File: src/rtl/ahb_bus_ctrl.sv
// ahb_bus_ctrl
// Two-master bus controller. Arbitrates round-robin between master 1 and
// master 2, sequences the shared address/write-data path through
// LOAD -> ADDR -> DATA, and closes each transfer on the slave ready returned
// through the read mux.
//
// Ports
//   clk            rising-edge clock
//   rst            asynchronous active-low reset
//   req1/req2      transfer request (level, held until done)
//   write1/write2  direction of the requested transfer (1 = write)
//   rdyout         slave ready from read mux (looked at only in DATA)
//   respout        slave response, 2'b01 = ERROR
//   grant1/grant2  bus granted to master 1 / 2
//   sel1/sel2      address register load enable, master 1 / 2
//   sel3/sel4      write-data register load enable, master 1 / 2
//   mux1/mux2      address / data mux select (0 = master 1, 1 = master 2)
//   Aout/Dout      address / write-data tri-state enables
//   hwrite         direction of the current transfer
//   done1/done2    one-cycle completion pulse
//   err            one-cycle pulse with done on ERROR response or timeout
//
// Build option: define TIMEOUT_EN to abort a transfer after TIMEOUT wait
// cycles in DATA (done and err pulse together). Without it DATA waits
// indefinitely for rdyout.
//
// state | meaning
// IDLE  | bus free, requests sampled, all enables off
// LOAD  | winner's address (and write data) registers loaded
// ADDR  | address driven onto the bus
// DATA  | address held, write data driven, waiting for rdyout

module ahb_bus_ctrl #(
    parameter int unsigned TIMEOUT = 16
) (
    input  logic       clk,
    input  logic       rst,
    input  logic       req1,
    input  logic       req2,
    input  logic       write1,
    input  logic       write2,
    input  logic       rdyout,
    input  logic [1:0] respout,
    output logic       grant1,
    output logic       grant2,
    output logic       sel1,
    output logic       sel2,
    output logic       sel3,
    output logic       sel4,
    output logic       mux1,
    output logic       mux2,
    output logic       Aout,
    output logic       Dout,
    output logic       hwrite,
    output logic       done1,
    output logic       done2,
    output logic       err
);

    if (TIMEOUT == 0 || TIMEOUT > 255) begin : g_bad_timeout
        $error("ahb_bus_ctrl: TIMEOUT must be in 1..255");
    end

    typedef enum logic [1:0] {
        IDLE = 2'd0,
        LOAD = 2'd1,
        ADDR = 2'd2,
        DATA = 2'd3
    } state_t;

    state_t state_q, state_d;
    logic   owner_q, owner_d;   // 0 = master 1, 1 = master 2
    logic   last_q, last_d;     // master granted most recently
    logic   wr_q, wr_d;         // direction latched for the transfer

    logic grant1_q, grant1_d;
    logic grant2_q, grant2_d;
    logic sel1_q, sel1_d;
    logic sel2_q, sel2_d;
    logic sel3_q, sel3_d;
    logic sel4_q, sel4_d;
    logic mux_q, mux_d;
    logic aout_q, aout_d;
    logic dout_q, dout_d;
    logic hwrite_q, hwrite_d;
    logic done1_q, done1_d;
    logic done2_q, done2_d;
    logic err_q, err_d;
    logic busy_d;

`ifdef TIMEOUT_EN
    localparam logic [7:0] WAIT_LAST = 8'(TIMEOUT - 1);
    logic [7:0] wait_q, wait_d;
`endif

    always_comb begin
        state_d = state_q;
        owner_d = owner_q;
        last_d  = last_q;
        wr_d    = wr_q;
        done1_d = 1'b0;
        done2_d = 1'b0;
        err_d   = 1'b0;
`ifdef TIMEOUT_EN
        wait_d  = wait_q;
`endif
        case (state_q)
            IDLE: begin
                // During the done cycle the finishing master still holds its
                // request; skip that cycle so a stale request is not re-granted.
                if (!(done1_q | done2_q) && (req1 | req2)) begin
                    if (req1 && req2) begin
                        owner_d = ~last_q;
                    end else begin
                        owner_d = req2;
                    end
                    last_d  = owner_d;
                    wr_d    = owner_d ? write2 : write1;
                    state_d = LOAD;
                end
            end
            LOAD: begin
                state_d = ADDR;
            end
            ADDR: begin
                state_d = DATA;
`ifdef TIMEOUT_EN
                wait_d  = '0;
`endif
            end
            DATA: begin
                if (rdyout) begin
                    state_d = IDLE;
                    done1_d = ~owner_q;
                    done2_d = owner_q;
                    err_d   = (respout == 2'b01);
                end
`ifdef TIMEOUT_EN
                // This wait cycle would bring the count to TIMEOUT: abort.
                else if (wait_q == WAIT_LAST) begin
                    state_d = IDLE;
                    done1_d = ~owner_q;
                    done2_d = owner_q;
                    err_d   = 1'b1;
                end else begin
                    wait_d  = wait_q + 8'd1;
                end
`endif
            end
            default: begin
                state_d = IDLE;
            end
        endcase

        // Registered outputs decoded from the next state.
        busy_d   = (state_d != IDLE);
        grant1_d = busy_d & ~owner_d;
        grant2_d = busy_d & owner_d;
        sel1_d   = (state_d == LOAD) & ~owner_d;
        sel2_d   = (state_d == LOAD) & owner_d;
        sel3_d   = sel1_d & wr_d;
        sel4_d   = sel2_d & wr_d;
        mux_d    = busy_d & owner_d;
        aout_d   = (state_d == ADDR) || (state_d == DATA);
        dout_d   = (state_d == DATA) & wr_d;
        hwrite_d = busy_d & wr_d;
    end

    always_ff @(posedge clk or negedge rst) begin
        if (!rst) begin
            state_q  <= IDLE;
            owner_q  <= 1'b0;
            last_q   <= 1'b1;
            wr_q     <= 1'b0;
            grant1_q <= 1'b0;
            grant2_q <= 1'b0;
            sel1_q   <= 1'b0;
            sel2_q   <= 1'b0;
            sel3_q   <= 1'b0;
            sel4_q   <= 1'b0;
            mux_q    <= 1'b0;
            aout_q   <= 1'b0;
            dout_q   <= 1'b0;
            hwrite_q <= 1'b0;
            done1_q  <= 1'b0;
            done2_q  <= 1'b0;
            err_q    <= 1'b0;
        end else begin
            state_q  <= state_d;
            owner_q  <= owner_d;
            last_q   <= last_d;
            wr_q     <= wr_d;
            grant1_q <= grant1_d;
            grant2_q <= grant2_d;
            sel1_q   <= sel1_d;
            sel2_q   <= sel2_d;
            sel3_q   <= sel3_d;
            sel4_q   <= sel4_d;
            mux_q    <= mux_d;
            aout_q   <= aout_d;
            dout_q   <= dout_d;
            hwrite_q <= hwrite_d;
            done1_q  <= done1_d;
            done2_q  <= done2_d;
            err_q    <= err_d;
        end
    end

`ifdef TIMEOUT_EN
    always_ff @(posedge clk or negedge rst) begin
        if (!rst) begin
            wait_q <= '0;
        end else begin
            wait_q <= wait_d;
        end
    end
`endif

    assign grant1 = grant1_q;
    assign grant2 = grant2_q;
    assign sel1   = sel1_q;
    assign sel2   = sel2_q;
    assign sel3   = sel3_q;
    assign sel4   = sel4_q;
    assign mux1   = mux_q;
    assign mux2   = mux_q;
    assign Aout   = aout_q;
    assign Dout   = dout_q;
    assign hwrite = hwrite_q;
    assign done1  = done1_q;
    assign done2  = done2_q;
    assign err    = err_q;

endmodule

File: config.mk
export PLATFORM = sky130hd
export DESIGN_NAME = ahb_bus_ctrl
export DESIGN_NICKNAME = d
export VERILOG_FILES = /design/src/rtl/ahb_bus_ctrl.sv
export SDC_FILE = /design/constraint.sdc
export NUM_CORES = 1
export LEC_CHECK = 0
export BUFFER_PORTS_ARGS = -buffer_cell sky130_fd_sc_hd__clkbuf_2
export CAP_MARGIN = 20
export CORE_MARGIN = 10
export CORE_UTILIZATION = 49
export CTS_CLUSTER_SIZE = 28
export DETAILED_ROUTE_END_ITERATION = 10
export PLACE_DENSITY = 0.79
export SYNTH_ARGS = -nofsm -noshare
export SYNTH_HDL_FRONTEND = slang
export SYNTH_SLANG_ARGS = --single-unit
File: constraint.sdc
create_clock -name clk -period 2.25 [get_ports clk]
set_input_delay 0.1125 -clock clk [delete_from_list [all_inputs] [get_ports clk]]
set_output_delay 0.1125 -clock clk [all_outputs]
set_load 0.1 [all_outputs]
# Word level (Yosys, flattened, before mapping)
# Cells that the tools add are included.
# totals
register_bits,17
in_bits,9
out_inout_bits,14
wordCells,60
# op_classes
n_eq_ne,7
muxes,17
n_bitwise,13
reduce_logical,7
# ops
op,count
two-way mux 1 bit,14
AND 1 bit,8
equality test 2 bit (second input constant),4
case mux 2 bit (4 select lines),1
equality test 2 x 1 -> 1 bit (second input constant),3
two-way mux 2 bit,2
inverter 1 bit,3
logical AND 1 bit,2
zero test 2 bit,1
bitwise OR 1 bit,2
AND reduction 2 bit,1
nonzero test 2 bit,1
zero test 1 bit,1
logical OR 1 bit,1

# Logic depth before layout (Yosys ltp)
# Gate-level depths: netlist (run 1).
# depth
ltp_word,10
ltp_mapped,3
ltp_nobuf,3

# Least setup slack after synthesis (run 1)
# OpenSTA, ideal clock, no wires.
# synth_timing
path_type,register -> register
startpoint,"reg done2_q, in the netlist done2"
endpoint,"reg hwrite_q, in the netlist hwrite"
setup_time_ps,135
arrival_time_ps,1481
required_ps,2115
path_slack_ps,634
stages_incl_launch_ff,4
path_buffers,0
synth_period_minus_slack_ps,1616
path_cell_list,dfrtp_1 nor4_4 o221ai_1 a21boi_0
# synth_between
elab_chain_cells,7
elab_cells_between_ends,9
classes_between,4 x mux; 2 x bitwise; 3 x reduce/logical
# synth_lines
item,line_no,text
start: declaration,87,"logic done2_q, done2_d;"
start signal: assignment,204,done2_q <= done2_d;
bitwise OR 1 bit *,111,if (!(done1_q | done2_q) && (req1 | req2)) begin
zero test 1 bit *,111,
logical AND 1 bit *,111,
two-way mux 2 bit,111,
case mux 2 bit (4 select lines),107,case (state_q)
nonzero test 2 bit,156,busy_d = (state_d != IDLE);
AND 1 bit *,166,hwrite_d = busy_d & wr_d;
net hwrite_d,85,"logic hwrite_q, hwrite_d;"
end signal: assignment,202,hwrite_q <= hwrite_d;
end: declaration,85,
# Mark *: on every way through the listed nets, which the timed path passes. The rest lies on a longest branch.
# A chain may end at the register's enable or synchronous reset.

# Worst setup path after layout (run 1)
# layout_timing
startpoint,reg state_q[0]
endpoint,"reg hwrite_q, in the netlist hwrite"
# layout_between
elab_chain_cells,4
elab_cells_between_ends,10
classes_between,3 x eq/ne; 4 x mux; 1 x bitwise; 2 x reduce/logical
# layout_lines
item,line_no,text
start: declaration,71,"state_t state_q, state_d;"
start signal: assignment,189,state_q <= state_d;
equality test 2 bit (tied with other cells),107,
case mux 2 bit (4 select lines),107,
nonzero test 2 bit,156,
AND 1 bit *,166,
net hwrite_d,85,
# Marks and branches as above.

==> summary.md, run 1 <==
| Metric | Value |
|---|---|
| Seq/Total Area, Yosys | `approximately two thirds` |
| Post-Route WL | `1.36 mm` |
| Hold depth | `3` |
| Fin util | `63.4%` |
| Max-slew headroom | `62.9%` |
| Initial Utilization | `50.8%` |
| Synth async-reset ratio | `100%` |
| Inserted Diodes | `0` |
| Ratio of cells with drive above 1 in the final layout | `35.0%` |
| Unique masters post-synth | `20` |
| Largest net degree at the start of global routing | `18` |
| Number of hold buffers added after cts | `2` |
| Final Cycle Share | `59.5%` |
| Final Skew | `0.00192 ns` |
| Total CTS buffers | `3` |
| Core Area | `1270 um2` |
| Number of fill cells | `106` |
| Skew-Pair Late Insertion Delay | `0.28 ns` |
| I/O pins | `23` |
| Req. time, crit path | `2.41 ns` |
| Post-route DRC | `0` |
| Gr ovfl total | `0` |
| Area of the multi-input gates | `about 180 um2` |
| RSZ-0062 raised after global routing | `no` |
| Root Buffer | `clkbuf_4` |
| Post-CTS sizing | `0` |
| CTS tree | `done` |
| H-Tree Level Count | `1` |
| Initial antenna violation count | `0` |
| Crit. End Element | `register` |
| DRT iter0 DRCs | `5` |
| Vias | `478` |
| Tightest Pin Transition | `approximately 0.56 ns` |
| Routed Antenna Nets | `0` |
| Critical Path Start Type | `register` |
| Worst hold start | `write2` |
| CP max FO | `5` |
| GR Util All Layers | `8.83%` |
| Setup TNS Final | `0 ns` |
| EDFF count, synth | `0` |
| Setup repair bufs after CTS | `0` |
| Hold Crit Class | `in -> reg` |
| Layout Nets | `90` |
| Top cells by area, synth | `dfrtp_1 (62%), dfstp_2 (4.1%), nand2_1 (3.5%)` |
| Setup CP Type | `reg -> reg` |
| Die width | `56.3 um` |
| HPWL Detailed | `1.07 mm` |
| R2R depth | `3` |
| Outcome | `complete, no violations` |
| Layout area overhead | `24.9%` |
| Yosys warns | `0` |
| Synthesized area | `~640 um2` |
| # rows | `13` |
| Leading area contributor after synthesis | `dfrtp_1` |
| Syn Nets | `63` |
| F_max | `between 0.7 and 0.8 GHz` |
| Number of global-route vias before repair | `between 500 and 600` |
| Hold Fails Final Rpt | `0` |
| Die Ht | `around 56 um` |
| Register area | `427 um2` |
| Global-route wire length before repair | `2.23 mm` |
| Synth Flop Type | `dfrtp_1` |
| Commonest cells post-synth | `dfrtp_1 (16), nand2_1 (6), inv_1 (5), o21ai_0 (4), nor2_1 (3)` |
| Post-synth top area share | `62.1%` |
| Reg2reg end | `hwrite$_DFF_PN0_` |
| Die ar. | `roughly 3200 um2` |
| Drt first pass iters | `4` |
| Syn avg cell area | `11.9 um2` |
| Max Buffers Root-to-Sink | `2` |
| Post-Syn Instances | `54` |
| Clock transition at path regs | `around 0.09 ns` |
| Max Cap Viol | `0` |
| PortBufs | `22` |
| Wirelength per Cell | `about 14 um` |
| Clock sink total | `17` |
| Max-slew violations | `0` |
| Drt via density | `5.03` |
| Synth Register Bits | `17` |
| Most frequent cell after synthesis | `dfrtp_1` |
| Reg2Reg Launch Point | `state_q[0]$_DFF_PN0_` |
| Arrival time at the worst endpoint | `approximately 1.5 ns` |
| Hold Path Sink | `sel4$_DFF_PN0_` |
| Fin crit period | `1.34 ns` |
| Final RePlAce weighted congestion | `~0.79` |
| Worst R2R Setup Slack | `between 0.9 and 1 ns` |
| # setup viols final | `0` |
final cells by class:
cell class,count,area share [%]
sequential,17,53.0
clock buffer,4,3.27
inverter,5,2.33
multi-input combinational,30,22.9
tap,15,2.33
timing repair buffer,24,16.2
sequential cells by signal, summed over array words and instances, names as in the netlist:
signal	flops
Aout	1
Dout	1
done1	1
done2	1
err	1
grant1	1
hwrite	1
last_q	1
mux1	1
owner_q	1
sel1	1
sel2	1
sel3	1
sel4	1
state_q	2
wr_q	1
worst max path at each step:
stage	start	end	slack (ns)	cells after the start
global placement	state_q[0]$_DFF_PN0_	hwrite$_DFF_PN0_	1.0	3
detailed placement	state_q[0]$_DFF_PN0_	hwrite$_DFF_PN0_	0.92	3
floorplan	done2$_DFF_PN0_	hwrite$_DFF_PN0_	0.63	3
global route	state_q[0]$_DFF_PN0_	hwrite$_DFF_PN0_	0.78	3
finish	state_q[0]$_DFF_PN0_	hwrite$_DFF_PN0_	0.91	3
CTS	state_q[0]$_DFF_PN0_	hwrite$_DFF_PN0_	0.91	3
metal layers:
layer	part of all wire (%)	track usage [%]	vias to the layer above	routed length, um
met4	1.0	5.15	0	14
li1	-	-	235	-
met1	42	9.57	224	570
met2	48	13.9	17	654
met5	0	0	-	0
met3	9.1	3.82	2	124
per-stage QoR:
stage,hold slack (ns),area (um2),std cells,setup WS (ns)
floorplan,-0.183,644,54,0.634
global placement,0.0543,758,89,0.997
detailed placement,0.0605,758,89,0.921
CTS,0.0614,805,95,0.912
global route,0.0708,805,95,0.782
finish,0.0688,805,95,0.911
placed cells by master, fill, tap and decap left out:
cell type	instances
a21boi_0	2
and2_1	1
and3_1	2
clkbuf_1	1
clkbuf_2	22
clkbuf_4	3
dfrtp_1	16
dfstp_2	1
dlygate4sd3_1	2
inv_1	5
nand2_1	6
nand3_1	2
nor2_1	3
nor2b_1	1
nor3_1	1
nor3b_1	1
nor4_4	1
o211ai_1	1
o21a_1	2
o21ai_0	4
o21ai_2	1
o221ai_1	1
o22ai_1	1
cell families (layout without fill, tap and decap cells):
group	after synthesis	after routing	share of synthesized area, %
simple gates	18	18	15.9
compound gates	12	12	12.6
flops	17	17	66.2
buf+inv	7	33	5.24
worst max-delay path: stages (launching register included):
cell and delay (ns):
dfrtp_1 0.45, nor4_4 0.40, o221ai_1 0.21, a21boi_0 0.16
Power of run 1 is left out: the tool's default activity adds up to more than one toggle a clock period on the data nets, which glitch-free logic cannot reach.
==> run 2: changes to the inputs <==
CORE_UTILIZATION = 46   (was 49)
PLACE_DENSITY = 0.75   (was 0.79)
clock period = 1.35 ns   (was 2.25 ns; I/O delays follow)
==> run 2 against run 1 <==
Compared with the run above: critical path depth did not move; sequential cell count unchanged; via count grew 1.7%; cell area up 3.9%; sequential share of layout area is 1.1 points lower; utilization about the same; register-to-register slack got worse by 0.84 ns; maximum frequency increased by 4.8%; clock skew fell by 0.0013 ns; highest routed layer unchanged.
==> summary.md, run 2 (synthesized netlist as in run 1, its figures left out) <==
| Metric | Value |
|---|---|
| Crit. End Element | `register` |
| PnR worst setup slack | `0.0718 ns (-0.839 ns)` |
| Req. time, crit path | `1.58 ns (-0.83 ns)` |
| Initial antenna violation count | `0 (unchanged)` |
| Met2 wire len | `667 um (+2.0%)` |
| # setup viols final | `0 (unchanged)` |
| Final std cells w/o fill | `97 (+2.1%)` |
| RSZ-0062 raised after global routing | `yes` |
| Root Buffer | `clkbuf_4` |
| CTS tree | `done` |
| Layout area overhead | `29.7%` |
| Hold Crit Class | `in -> reg` |
| Post-Place Setup Slack | `0.0409 ns (-0.880 ns)` |
| Die Ht | `57.4 um (+2.1%)` |
| Vias | `486 (+1.7%)` |
| Wirelength per Cell | `14.4 um (+0.16%)` |
| Global-route wire length before repair | `2.33 mm (+4.4%)` |
| Post-route DRC | `0 (unchanged)` |
| Skew-Pair Late Insertion Delay | `0.28 ns (about the same)` |
| Initial Utilization | `48.9% (-1.9 points)` |
| Largest net degree at the start of global routing | `18 (unchanged)` |
| CP max FO | `4 (-1)` |
| Drt first pass iters | `3 (-1)` |
| Ratio of cells with drive above 1 in the final layout | `42.7% (+7.7 points)` |
| I/O pins | `23 (unchanged)` |
| Inserted Diodes | `0 (unchanged)` |
| Fin util | `63.4% (about the same)` |
| Tightest Pin Transition | `0.547 ns (-0.0117 ns)` |
| Hold Fails Final Rpt | `0 (unchanged)` |
| H-Tree Level Count | `1 (unchanged)` |
| Most frequent cells in the layout | `clkbuf_2 (21), dfrtp_1 (12), nand2_1 (6), inv_1 (5), o21ai_0 (4)` |
| Drt via density | `5.01 (-0.42%)` |
| Core Area | `1320 um2 (+3.8%)` |
| Max Buffers Root-to-Sink | `2 (unchanged)` |
| Critical Path Start Type | `register` |
| # rows | `13 (unchanged)` |
| Layout Nets | `92 (+2.2%)` |
| Top Metal Used | `met4` |
| Final Cycle Share | `94.7% (+35 points)` |
| Number of global-route vias before repair | `506 (-0.59%)` |
| Die width | `57.4 um (+2.1%)` |
| Wire length on met1 | `572 um (+0.35%)` |
| F_max | `0.782 GHz (+4.8%)` |
| Gr ovfl total | `0 (unchanged)` |
| DRT iter0 DRCs | `2 (-3)` |
| Max reg flops | `2 (unchanged)` |
| Placed insts | `90 (+1.1%)` |
| Max-slew violations | `0 (unchanged)` |
| Final Skew | `0.000637 ns (-0.00129 ns)` |
| Setup CP Type | `reg -> reg` |
| Arrival time at the worst endpoint | `1.51 ns (about the same)` |
| HPWL Detailed | `1.07 mm (+0.45%)` |
| Max-slew headroom | `63.7% (+0.78 points)` |
| Routed length on met3 | `121 um (-2.4%)` |
| Die ar. | `3300 um2 (+4.2%)` |
| Total CTS buffers | `3 (unchanged)` |
| GR Util All Layers | `8.88% (+0.048 points)` |
| Top reg by flops | `state_q` |
| Clock sink total | `17 (unchanged)` |
| Post-Route WL | `1.40 mm (+2.3%)` |
| Clock transition at path regs | `0.09 ns (about the same)` |
| Fin crit period | `1.28 ns (-0.0609 ns)` |
| Number of fill cells | `110 (+3.8%)` |
| Final RePlAce weighted congestion | `0.786 (-0.98%)` |
| Commonest non-fill, non-tap cell in the layout | `clkbuf_2` |
| Routed Antenna Nets | `0 (unchanged)` |
| Max Cap Viol | `0 (unchanged)` |
| PortBufs | `22 (unchanged)` |
| Outcome | `complete, no violations` |
run 2: path summary, 6_finish.rpt:
kind | slack [ns] | cells past startpoint | start | to
max in group asynchronous | 0.79 | 2 | rst | last_q$_DFFE_PN1P_
setup / recovery | 0.07 | 3 | done2$_DFF_PN0_ | sel3$_DFF_PN0_
hold reg to reg | 0.46 | 1 | owner_q$_DFF_PN0_ | done1$_DFF_PN0_
setup reg to reg | 0.07 | 3 | done2$_DFF_PN0_ | sel3$_DFF_PN0_
hold / removal | 0.03 | 2 | respout[0] | err$_DFF_PN0_
min in group asynchronous | 0.23 | 2 | rst | state_q[0]$_DFF_PN0_
run 2: worst max-delay path, cell delays in order, from the launching register on:
cell and delay (ns):
dfrtp_4 0.51, nor4_4 0.32, o21a_1 0.23, and3_1 0.16
run 2: timing repair:
| action | 4_1_cts | 5_1_grt |
|---|---|---|
| gates resized for setup | 0 | 2 |
| setup endpoints to repair | 0 | 7 |
| hold buffers | 2 | 0 |
| endpoints found under the hold margin | 17 | 0 |
| setup buffers | 0 | 1 |
run 2: stage by stage:
step	setup TNS [ns]	hold slack, ns	cell area, um2
floorplan	-0.0302	-0.228	651
global placement	0	0.0143	774
detailed placement	0	0.0193	774
CTS	0	0.00513	821
global route	-0.0101	0.0334	836
finish	0	0.0263	836
run 2: cell type report:
type | instances | area, um2 | share of cell area [%]
flip-flops and latches | 17 | 434 | 51.9
well taps | 15 | 18.8 | 2.25
inverters | 5 | 18.8 | 2.25
multi-input cells | 30 | 190 | 22.8
repair buffers | 26 | 148 | 17.7
clock buffers | 4 | 26.3 | 3.14
run 2: per-layer routing:
layer | track usage (%) | vias up
met5 | 0 | -
met4 | 5.03 | 0
met3 | 3.54 | 5
met1 | 9.90 | 227
met2 | 14.0 | 16
li1 | - | 238
Power of run 2 is left out for the same reason.
==> run 3: changes to the inputs <==
PLACE_DENSITY = 0.72   (was 0.75)
==> run 3 against run 2 <==
Compared with the run above: wire length is 5.4% lower; via count decreased by 2.5%; cell area increased by 0.90%; largest cell class unchanged.
==> summary.md, run 3 (synthesized netlist as in run 1, its figures left out) <==
| Metric | Value |
|---|---|
| Outcome | `complete, no violations` |
| Worst hold margin | `0.0131 ns (-0.0132 ns)` |
| Fin util | `64.0% (+0.57 points)` |
| PortBufs | `22 (unchanged)` |
| Clock transition at path regs | `0.09 ns (about the same)` |
| Die Ht | `57.4 um (unchanged)` |
| Critical Path Start Type | `register` |
| Tightest Pin Transition | `0.547 ns (+0.000420 ns)` |
| Total CTS buffers | `3 (unchanged)` |
| Routed Antenna Nets | `0 (unchanged)` |
| Reg2reg end | `sel4$_DFF_PN0_` |
| Reg2Reg Launch Point | `state_q[1]$_DFF_PN0_` |
| Inserted Diodes | `0 (unchanged)` |
| DRT iter0 DRCs | `5 (+3)` |
| Wirelength per Cell | `13.5 um (-6.4%)` |
| Final RePlAce weighted congestion | `0.809 (+2.9%)` |
| Slowest-stage cell, CP | `dfrtp_2` |
| Core Area | `1320 um2 (unchanged)` |
| Final Skew | `0.00219 ns (+0.00155 ns)` |
| Max Cap Viol | `0 (unchanged)` |
| Number of fill cells | `105 (-4.5%)` |
| Most frequent cells in the layout | `clkbuf_2 (21), dfrtp_1 (12), nand2_1 (6), inv_1 (5)` |
| H-Tree Level Count | `1 (unchanged)` |
| CP max FO | `6 (+2)` |
| GR Util All Layers | `8.59% (-0.28 points)` |
| Post-Route WL | `1.32 mm (-5.4%)` |
| HPWL Detailed | `1.03 mm (-4.0%)` |
| Layout Nets | `93 (+1.1%)` |
| Worst R2R Setup Slack | `0.05 ns (-0.02 ns)` |
| Vias | `474 (-2.5%)` |
| Root Buffer | `clkbuf_4` |
| Setup CP Type | `reg -> reg` |
| Hold depth | `2 (unchanged)` |
| Hold Path Sink | `err$_DFF_PN0_` |
| Max-slew headroom | `63.7% (about the same)` |
| Die ar. | `3300 um2 (unchanged)` |
| RSZ-0062 raised after global routing | `yes` |
| Max Buffers Root-to-Sink | `2 (unchanged)` |
| Drt first pass iters | `4 (+1)` |
| # setup viols final | `0 (unchanged)` |
| Max incr delay on CP | `0.46 ns (-0.05 ns)` |
| Initial Utilization | `48.9% (unchanged)` |
| Arrival time at the worst endpoint | `1.50 ns (about the same)` |
| R2R depth | `3 (unchanged)` |
| Initial antenna violation count | `0 (unchanged)` |
| PnR worst setup slack | `0.0508 ns (-0.0210 ns)` |
| Die width | `57.4 um (unchanged)` |
| CTS tree | `done` |
| Ratio of cells with drive above 1 in the final layout | `43.4% (+0.69 points)` |
| Post-route DRC | `0 (unchanged)` |
| Hold Fails Final Rpt | `0 (unchanged)` |
| Max-slew violations | `0 (unchanged)` |
| Hold Crit Class | `in -> reg` |
| # rows | `13 (unchanged)` |
| Crit. End Element | `register` |
| Fin area | `843 um2 (+0.90%)` |
| Largest net degree at the start of global routing | `18 (unchanged)` |
| Post-DP Area | `782 um2 (+0.97%)` |
| Critical Path, Cell by Cell | `nor4_4, o21ai_2, nor3_1` |
| Top reg by flops | `state_q` |
| Skew-Pair Late Insertion Delay | `0.28 ns (about the same)` |
| Layout area overhead | `30.9%` |
| Fin crit period | `1.30 ns (+0.0210 ns)` |
| I/O pins | `23 (unchanged)` |
| Worst hold start | `respout[0]` |
| Global-route wire length before repair | `2.30 mm (-0.90%)` |
| Gr ovfl total | `0 (unchanged)` |
| Drt via density | `4.84 (-3.5%)` |
| Area of the multi-input gates | `190 um2 (unchanged)` |
| Max reg flops | `2 (unchanged)` |
| Req. time, crit path | `1.55 ns (-0.03 ns)` |
| F_max | `0.770 GHz (-1.6%)` |
| Commonest non-fill, non-tap cell in the layout | `clkbuf_2` |
| Final Cycle Share | `96.2% (+1.6 points)` |
| Post-Place Setup Slack | `0.0497 ns (+0.00877 ns)` |
| Clock sink total | `17 (unchanged)` |
| Number of global-route vias before repair | `545 (+7.7%)` |
| Register area | `434 um2 (unchanged)` |
run 3: cell types whose count changed in the layout (fill, tap and decap cells not counted):
cell      previous run  this run
a21boi_1             0         1
buf_4                3         4
a21boi_0             2         1
run 3: per-layer routing:
layer	wire length (um)	vias up	global-route usage (%)
li1	-	242	-
met1	573	213	9.48
met2	593	17	13.7
met3	136	2	4.65
met4	16	0	3.02
met5	0	-	0
run 3: how the worst max path moves through the flow:
| stage | from | endpoint | slack, ns | depth (start not counted) |
|---|---|---|---|---|
| floorplan | done2$_DFF_PN0_ | hwrite$_DFF_PN0_ | -0.03 | 3 |
| global route | done2$_DFF_PN0_ | last_q$_DFFE_PN1P_ | -0.004 | 3 |
| CTS | state_q[0]$_DFF_PN0_ | hwrite$_DFF_PN0_ | 0.03 | 3 |
| global placement | state_q[0]$_DFF_PN0_ | hwrite$_DFF_PN0_ | 0.09 | 3 |
| detailed placement | state_q[0]$_DFF_PN0_ | hwrite$_DFF_PN0_ | 0.05 | 3 |
| finish | state_q[1]$_DFF_PN0_ | sel4$_DFF_PN0_ | 0.05 | 3 |
run 3: area by class of cell:
class / count / area share (%)
multi-input cells: 30 / 22.6
repair buffers: 27 / 18.4
flip-flops and latches: 17 / 51.5
clock buffers: 4 / 3.12
well taps: 15 / 2.23
inverters: 5 / 2.23
run 3: critical path: cells and delay by family (launching register included):
family	cells	cell delay (ns)
flops	1	0.46
compound gates	1	0.16
simple gates	2	0.60
run 3: through the flow:
stage | cells | setup TNS [ns]
floorplan | 54 | -0.0302
global placement | 91 | 0
detailed placement | 91 | 0
CTS | 97 | 0
global route | 98 | -0.00540
finish | 98 | 0
run 3: what timing repair did:
item,4_1_cts,5_1_grt
endpoints found under the hold margin,17,0
hold buffers,2,0
resized for setup,0,3
setup buffers,0,1
setup endpoints to repair,0,5
Power of run 3 is left out for the same reason.
